<file path="src/rtl/uart_rx_buffer.sv">
// uart_rx_buffer: first-word-fall-through receive FIFO with a sticky overrun flag
//   clk_i           rising-edge clock
//   rst_i           synchronous active-low reset (pointers and overrun only)
//   char_i          character from character_recovery
//   char_valid_i    write strobe; dropped and flagged when full without a pop
//   data_o/valid_o  head of FIFO, valid while non-empty
//   ready_i         consumer accepts head when high with valid_o
//   level_o         stored character count, 0..DEPTH
//   overrun_o       sticky drop flag; overrun_clear_i clears it, a drop wins
module uart_rx_buffer #(
    parameter  int DATA_BITS = 8,
    parameter  int DEPTH     = 16,
    localparam int ADDR_BITS = $clog2(DEPTH)
) (
    input  logic                 clk_i,
    input  logic                 rst_i,
    input  logic [DATA_BITS-1:0] char_i,
    input  logic                 char_valid_i,
    output logic [DATA_BITS-1:0] data_o,
    output logic                 valid_o,
    input  logic                 ready_i,
    output logic [ADDR_BITS:0]   level_o,
    output logic                 overrun_o,
    input  logic                 overrun_clear_i
);
    logic [DATA_BITS-1:0] mem [DEPTH];
    logic [ADDR_BITS:0]   wr_ptr, rd_ptr;
    logic                 full, push, pop;
    // Extra pointer MSB tells full from empty when the low bits match
    assign full    = (wr_ptr[ADDR_BITS] != rd_ptr[ADDR_BITS]) &&
                     (wr_ptr[ADDR_BITS-1:0] == rd_ptr[ADDR_BITS-1:0]);
    assign valid_o = wr_ptr != rd_ptr;
    assign pop     = valid_o && ready_i;
    assign push    = char_valid_i && (!full || pop);
    assign level_o = wr_ptr - rd_ptr;
    assign data_o  = mem[rd_ptr[ADDR_BITS-1:0]];
    always_ff @(posedge clk_i)
        if (push)
            mem[wr_ptr[ADDR_BITS-1:0]] <= char_i;
    always_ff @(posedge clk_i) begin
        if (!rst_i) begin
            wr_ptr    <= '0;
            rd_ptr    <= '0;
            overrun_o <= 1'b0;
        end else begin
            if (push)
                wr_ptr <= wr_ptr + 1'b1;
            if (pop)
                rd_ptr <= rd_ptr + 1'b1;
            overrun_o <= (char_valid_i && full && !pop) ? 1'b1 :
                         overrun_clear_i ? 1'b0 : overrun_o;
        end
    end
endmodule

</file>
<file path="config.mk">
export PLATFORM = sky130hd
export DESIGN_NAME = uart_rx_buffer
export DESIGN_NICKNAME = d
export VERILOG_FILES = /design/src/rtl/uart_rx_buffer.sv
export SDC_FILE = /design/constraint.sdc
export NUM_CORES = 1
export LEC_CHECK = 0
export CAP_MARGIN = 20
export CORE_MARGIN = 5
export CORE_UTILIZATION = 54
export DETAILED_ROUTE_END_ITERATION = 12
export PLACE_DENSITY = 0.79
export SLEW_MARGIN = 20
export SYNTH_ARGS = -nofsm -noshare
export SYNTH_HDL_FRONTEND = slang
export SYNTH_SLANG_ARGS = --single-unit
</file>
<file path="constraint.sdc">
create_clock -name clk_i -period 2.6 [get_ports clk_i]
set_input_delay 0.52 -clock clk_i [delete_from_list [all_inputs] [get_ports clk_i]]
set_output_delay 0.52 -clock clk_i [all_outputs]
set_load 0.02 [all_outputs]
</file>
### Word level (Yosys, flattened, before mapping)

Memories as Yosys holds them, arrays and structs flattened. A register that Yosys moved wholly into a read port is not among the register bits.
Cells that the tools add are included.

| storage, ports and cells | value |
|---|---|
| register bits after elaboration | 11 |
| latch bits | 0 |
| bits in writable memories | 128 |
| ROM bits | 0 |
| bits of input ports | 13 |
| logic and storage cells | 25 |
| memories | 1 |

| operators by class | value |
|---|---|
| add/subtract/negate cells | 3 |
| multipliers | 0 |
| divide/modulo/power cells | 0 |
| order comparisons | 0 |
| equality and inequality tests | 3 |
| shift-type cells | 0 |
| multiplexer cells | 6 |
| bitwise operators | 0 |
| reduce and logical (&&, ||, !) cells | 9 |

Memories:

| memory | words | bits a word | read ports | clocked after Yosys merged registers in | wr ports | line | text |
|---|---|---|---|---|---|---|---|
| mem | 16 | 8 | 1 | 1 | 1 | 26 | `logic [DATA_BITS-1:0] mem [DEPTH];` |

Operator list:

| kind | count |
|---|---|
| adder 5 x 1 -> 5 bit, second input constant | 2 |
| two-way mux 4 bit | 2 |
| logical AND 1 bit | 5 |
| != test 5 bit | 1 |
| subtractor 5 bit | 1 |
| == test 4 bit | 1 |
| two-way mux 1 bit | 4 |
| logical NOT 1 bit | 2 |
| nonzero test 2 bit | 1 |
| logical OR 1 bit | 1 |
| != test 1 bit | 1 |

### Depth between registers and ports, before layout

Gate-level depths: netlist (run 1).

| depth | value |
|---|---|
| depth after elaboration | 7 |
| mapped depth | 7 |
| depth with buffers taken out | 7 |

### Worst setup path before layout (run 1)

OpenSTA, ideal clock, no wires.

| timing | value |
|---|---|
| kind | register to register |
| start point | reg wr_ptr[0] |
| end point | mem mem[0][0] (enable) |
| setup time | 0.395 ns |
| arrival time | 2.085 ns |
| data required time | 2.205 ns |
| slack | 0.121 ns |
| stages on the path, launching flop included | 7 |
| clock period less this slack | 2.479 ns |
| cell sequence | dfxtp_1 > inv_1 > ha_1 > nand4_2 > nor3_2 > buf_4 > nor4_1 |

| on the way | value |
|---|---|
| word-level cells in the longest chain between the ends | 7 |

Ends and longest elaborated chain:

| what | line | text |
|---|---|---|
| start: declaration | 27 | `logic [ADDR_BITS:0] wr_ptr, rd_ptr;` |
| start signal: assignment | 47 | `wr_ptr <= wr_ptr + 1'b1;` |
| == test 4 bit | 31 | `(wr_ptr[ADDR_BITS-1:0] == rd_ptr[ADDR_BITS-1:0]);` |
| logical AND 1 bit | 30 | `assign full = (wr_ptr[ADDR_BITS] != rd_ptr[ADDR_BITS]) &&` |
| logical NOT 1 bit | 34 | `assign push = char_valid_i && (!full \|\| pop);` |
| logical OR 1 bit | 34 |  |
| logical AND 1 bit | 34 |  |
| two-way mux 1 bit | 38 | `if (push)` |
| two-way mux 1 bit (not written as such) | 39 | `mem[wr_ptr[ADDR_BITS-1:0]] <= char_i;` |
| end: declaration | 26 |  |

Parallel ways exist; a longest one is shown, timed or not.

==> results of run 1 <==
[worst paths after layout]
| check | to | slack [ps] | cells past startpoint |
|---|---|---|---|
| worst min register to register | rd_ptr[3] | 560 | 2 |
| worst max register to register | mem[10][7] | 420 | 8 |
| worst max-delay path | data_o[1] | -40 | 6 |
| worst min-delay path | rd_ptr[3] | 560 | 2 |
[tightest hold or removal path, stage by stage, from the launching register on]
cell and delay, ps:
dfxtp_1 340, o21ai_0 80, a21boi_1 80
[through the flow]
stage          setup WS [ps]  hold WS, ps  setup TNS [ps]
6_report               -44.4          560            -178
5_1_grt                 -138          602            -934
4_1_cts                 -137          562            -621
3_5_place_dp            31.9          524               0
3_3_place_gp            54.5          521               0
2_1_floorplan            121          482               0
[logic make-up (layout without fill, tap and decap cells)]
kind of cell | after synthesis | in the layout | share of synthesized area [%]
mux | 33 | 33 | 12.7
buf+inv | 21 | 108 | 1.61
simple gates | 56 | 56 | 5.08
compound gates | 36 | 36 | 4.65
xor+xnor | 8 | 8 | 1.35
flops | 143 | 143 | 72.3
fa+ha+maj | 10 | 10 | 2.31
[flip-flops by register name (all words and copies together), names as in the netlist, named ones only]
| signal | flops |
|---|---|
| mem | 128 |
| wr_ptr | 5 |
| rd_ptr | 5 |
| overrun_o | 1 |
[timing repair]
| action | in CTS | in global routing |
|---|---|---|
| cloned | 2 | 0 |
| endpoints found under the setup margin | 13 | 12 |
| buffers inserted | 3 | 6 |
| hold buffers | 0 | 0 |
| pin swaps | 8 | 8 |
| resized for setup | 67 | 15 |
[synthesized netlist by cell type, drive strengths merged]
| cell | count |
|---|---|
| nand4 | 1 |
| nor2 | 10 |
| clkbuf | 4 |
| fa | 1 |
| ha | 9 |
| a2111oi | 1 |
| xor2 | 2 |
| o211ai | 1 |
| and2 | 5 |
| xnor2 | 6 |
| or2 | 1 |
| nor3 | 7 |
| o31a | 1 |
| o21a | 3 |
| a21oi | 3 |
| a21boi | 3 |
| dfxtp | 15 |
| edfxtp | 128 |
| or3b | 2 |
| mux2i | 1 |
| a21o | 2 |
| nand2 | 15 |
| o21ai | 5 |
| buf | 10 |
| inv | 7 |
| or3 | 3 |
| o31ai | 1 |
| mux4 | 32 |
| nor4 | 4 |
| nand3 | 3 |
| nor2b | 5 |
| a22oi | 16 |
[power by group]
| group | internal (uW) | total (uW) | switching (uW) |
|---|---|---|---|
| Clock | 1380 | 2330 | 956 |
| Combinational | 528 | 997 | 470 |
| Sequential | 2550 | 2580 | 31.8 |
[area by class of cell]
class / count / area [um2] / area share, %
clock buffer: 17 / 414 / 5.79
clock inverter: 15 / 163 / 2.28
inverter: 7 / 26.3 / 0.368
multi-input combinational: 143 / 1620 / 22.6
sequential: 143 / 4150 / 58.1
tap: 136 / 170 / 2.38
timing repair buffer: 69 / 606 / 8.47
[placed cells by master, fill, tap and decap left out, types with 8 or more instances in the layout]
master           instances
clkbuf_16               16
a22oi_2                 11
nand2_1                 15
edfxtp_1               128
dfxtp_1                 10
buf_4                   37
buf_2                    8
mux4_2                  32
clkdlybuf4s50_1         14
nor2_1                  10
[metal layers]
metal  vias up  share of wire (%)  track usage, %  routed length (um)
met1      1561                 39            24.7                4590
met3        18                6.6            5.35                 773
met5         -                  0               0                   0
met4         0                2.0            9.21                 231
met2       108                 52            32.6                6050
li1       1383                  -               -                   -
==> impl_metrics.env, run 1 <==
export IMPL_relSlewSlack_pct=51.2
export IMPL_grt_pass1_wl_mm=18.3
export IMPL_synthDistinctLibCells=38
export IMPL_vias=3070
export IMPL_netlist_top_cells_area="edfxtp_1 (67%), mux4_2 (13%), dfxtp_1 (5.2%)"
export IMPL_cts_buffers=17
export IMPL_ys_ff_latch=143
export IMPL_die_x_um=113
export IMPL_critPathLaunchType="flip-flop"
export IMPL_clock_sinks=143
export IMPL_post_route_min_period_ps=2640
export IMPL_syn_avg_cell_area_um2=18.7
export IMPL_fp_dieH_um=113
export IMPL_crit_fanout=10
export IMPL_leakage_uw=0.00236
export IMPL_rsz0062_at_grt="yes"
export IMPL_yosysSeqAreaShare_pct=72.3
export IMPL_violations="setup timing"
export IMPL_fillerInstances=655
export IMPL_antenna_left=0
export IMPL_path_buf_inv=3
export IMPL_dp_cells=489
export IMPL_hold_class="reg2reg"
export IMPL_n_antenna_cell=0
export IMPL_core_area_um2=10300
export IMPL_dpl_cell_area_um2=6410
export IMPL_routed_via_density=5.79
export IMPL_worst_pin_slew_ps=726
export IMPL_rows=37
export IMPL_die_area_um2=12800
export IMPL_grt_max_degree=33
export IMPL_fmax_ghz=0.378
export IMPL_htree_num_levels=4
export IMPL_finalSetupViolations=7
export IMPL_crit_chain="buf_12 > buf_4 > mux4_2 > a22oi_2 > nand2_1 > buf_2"
export IMPL_tritoncts="yes"
export IMPL_area_growth_pct=24.6
export IMPL_critPathArrivalTime_ps=2120
export IMPL_worstHoldStart="rd_ptr[3]"
export IMPL_cts_buffer_depth=2
export IMPL_yosysTopAreaCellShare_pct=67.0
export IMPL_endpoint_kind="output pin"
export IMPL_drc=0
export IMPL_fin_util_pct=69.2
export IMPL_final_area_um2=7150
export IMPL_clk_pin_slew_worst_paths_ps=60
export IMPL_syn_inst=307
export IMPL_syn_cell_area_um2=5740
export IMPL_synth_area_leader_cell="edfxtp_1"
export IMPL_skew_ps=8.15
export IMPL_powerDensity_nw_per_um2=827
export IMPL_hold_violations=0
export IMPL_cts_root_buf="clkbuf_8"
export IMPL_clock_latency_ps=520
export IMPL_path_delay_family="multiplexers"
export IMPL_power_uw=5910
export IMPL_firstDrtPassIters=5
export IMPL_io_buffers=27
export IMPL_ys_warn_count=0
export IMPL_slew_violations=0
export IMPL_place_hpwl_mm=7.47
export IMPL_ir_worst_vdd_v=0.000495
export IMPL_nets=404
export IMPL_drive_above_1_share_pct=37.3
export IMPL_antenna_found_initial=0
export IMPL_setup_slack_ps=-44.4
export IMPL_io_pins=28
export IMPL_syn_nets=330
export IMPL_first_iter_violations=235
export IMPL_slowest_delay_ps=500
export IMPL_wl_per_cell_um=22.0
export IMPL_grt_pass1_vias=3240
export IMPL_status="finished, violations left"
export IMPL_finalCritPeriodShare_pct=102
export IMPL_routed_wl_mm=11.6
export IMPL_gp_congestion=0.815
export IMPL_cp_slowest_cell="mux4_2"
export IMPL_crit_type="reg2out"
export IMPL_grt_ovfl_total=0
export IMPL_cp_data_required_time_ps=2080
export IMPL_fin_cells=530
export IMPL_track_usage_pct=19.9
export IMPL_start_util_pct=55.6
export IMPL_maxCapViolations=0
export IMPL_timing_rr_start="rd_ptr[1]"
(Power assumes the default switching activity.)
==> inputs of run 2 (changes only) <==
--- a/config.mk
+++ b/config.mk
@@ -6,7 +6,7 @@
 export NUM_CORES = 1
 export LEC_CHECK = 0
 export CAP_MARGIN = 20
-export CORE_MARGIN = 5
+export CORE_MARGIN = 2
 export CORE_UTILIZATION = 54
 export DETAILED_ROUTE_END_ITERATION = 12
 export PLACE_DENSITY = 0.79
==> impl_metrics.env, run 2 (synthesis gave the netlist of run 1 again) <==
export IMPL_slowest_delay_ps=510
export IMPL_maxCapViolations=0
export IMPL_routed_via_density=5.87
export IMPL_cts_buffers=17
export IMPL_nets=400
export IMPL_clock_latency_ps=520
export IMPL_htree_num_levels=4
export IMPL_die_x_um=107
export IMPL_crit_fanout=5
export IMPL_cp_slowest_cell="mux4_2"
export IMPL_fillerInstances=611
export IMPL_rsz0062_at_grt="yes"
export IMPL_clock_sinks=143
export IMPL_critPathArrivalTime_ps=2110
export IMPL_dp_cells=489
export IMPL_dpl_cell_area_um2=6400
export IMPL_core_area_um2=10300
export IMPL_vias=3085
export IMPL_finalSetupViolations=6
export IMPL_cp_common_cell="buf_6"
export IMPL_gp_congestion=0.764
export IMPL_drive_above_1_share_pct=36.9
export IMPL_post_route_min_period_ps=2630
export IMPL_violations="setup timing"
export IMPL_fp_dieH_um=107
export IMPL_cts_buffer_depth=2
export IMPL_grt_max_degree=33
export IMPL_layout_commonest_cell="edfxtp_1"
export IMPL_hold_violations=0
export IMPL_grt_pass1_vias=3184
export IMPL_grt_pass1_wl_mm=18.4
export IMPL_tritoncts="yes"
export IMPL_drc=0
export IMPL_die_area_um2=11500
export IMPL_crit_type="reg2out"
export IMPL_largest_reg_flops=128
export IMPL_clk_pin_slew_worst_paths_ps=60
export IMPL_start_util_pct=55.6
export IMPL_setup_slack_ps=-26.7
export IMPL_antenna_found_initial=0
export IMPL_firstDrtPassIters=4
export IMPL_power_uw=5950
export IMPL_area_growth_pct=25.0
export IMPL_n_antenna_cell=0
export IMPL_worst_pin_slew_ps=622
export IMPL_skew_ps=10.4
export IMPL_layout_common_cells="edfxtp_1 (128), mux4_2 (32), buf_4 (31)"
export IMPL_rows=37
export IMPL_place_hpwl_mm=6.96
export IMPL_powerDensity_nw_per_um2=830
export IMPL_hold_class="reg2reg"
export IMPL_first_iter_violations=196
export IMPL_cp_data_required_time_ps=2080
export IMPL_critPathLaunchType="flip-flop"
export IMPL_fmax_ghz=0.381
export IMPL_crit_chain="buf_6 > buf_16 > mux4_2 > a22oi_2 > nand2_1 > buf_6"
export IMPL_regArea_um2=4150
export IMPL_ctsHoldBuffers=0
export IMPL_antenna_left=0
export IMPL_grt_ovfl_total=0
export IMPL_endpoint_kind="output pin"
export IMPL_cts_root_buf="clkbuf_8"
export IMPL_finalCritPeriodShare_pct=101
export IMPL_routed_wl_mm=12.0
export IMPL_relSlewSlack_pct=58.6
export IMPL_wl_per_cell_um=22.8
export IMPL_status="finished, violations left"
export IMPL_final_area_um2=7170
export IMPL_multi_input_area_um2=1630
export IMPL_ir_worst_vdd_v=0.000606
export IMPL_io_pins=28
export IMPL_leakage_uw=0.00236
export IMPL_fin_cells=526
export IMPL_io_buffers=27
export IMPL_track_usage_pct=22.7
export IMPL_slew_violations=0
## run 2: cell count changes in the layout (fill, tap and decap cells not counted), sizes merged
cell / delta
clkinvlp: -3
dlygate4sd2: +1
buf: -5
clkinv: -2
inv: +4
clkdlybuf4s15: +1
## run 2: cell type report
| cell class | instances | share of cell area, % |
|---|---|---|
| Timing Repair Buffer | 65 | 8.64 |
| Tap cell | 136 | 2.37 |
| Multi-Input combinational cell | 143 | 22.8 |
| Clock buffer | 18 | 5.83 |
| Clock inverter | 14 | 2.13 |
| Sequential cell | 143 | 57.9 |
| Inverter | 7 | 0.366 |
## run 2: through the flow
stage                     setup slack (ps)  TNS, ps  util, %  hold WS, ps
after floorplan                        121        0        -          482
after global placement                54.4        0     62.0          519
after detailed placement              14.4        0     62.0          541
after CTS                             -173     -722     68.9          553
after global routing                 -88.1     -594     69.5          572
final                                -26.7     -118     69.5          553
## run 2: path summary, 6_finish.rpt
| path | from | endpoint | slack (ps) | cells after the start |
|---|---|---|---|---|
| min reg2reg | rd_ptr[3] | rd_ptr[3] | 550 | 2 |
| max reg2reg | wr_ptr[3] | mem[8][3] | 400 | 7 |
| max | flip-flop | data_o[2] | -30 | 6 |
| min | rd_ptr[3] | rd_ptr[3] | 550 | 2 |
## run 2: metal layers
metal  vias to the layer above  GRT usage, %  part of all wire (%)
met5                         -             0                     0
met3                        13          5.35                   6.2
met2                       121          38.1                    53
met1                      1566          29.3                    40
li1                       1385             -                     -
met4                         0          7.70                   1.3
## run 2: critical path, delay by kind of cell, from the launching register on
kind | cells | cell delay (ps)
buffers and inverters | 3 | 410
AOI/OAI and AO/OA | 1 | 170
muxes | 1 | 510
DFF | 1 | 400
and+or+nand+nor | 1 | 80
## run 2: power breakdown
group	leakage (uW)	switching [uW]	internal, uW	total [uW]
logic	0.000804	493	547	1040
registers	0.00128	29.9	2550	2580
clock network	0.000273	954	1380	2340
total	0.00236	1480	4480	5950
## run 2: timing repair
| action | CTS | global route |
|---|---|---|
| setup buffers | 2 | 3 |
| gates cloned | 3 | 0 |
| gates resized for setup | 68 | 29 |
| endpoints found under the setup margin | 13 | 12 |
| pin swaps | 7 | 13 |
| endpoints found under the hold margin | 0 | 0 |
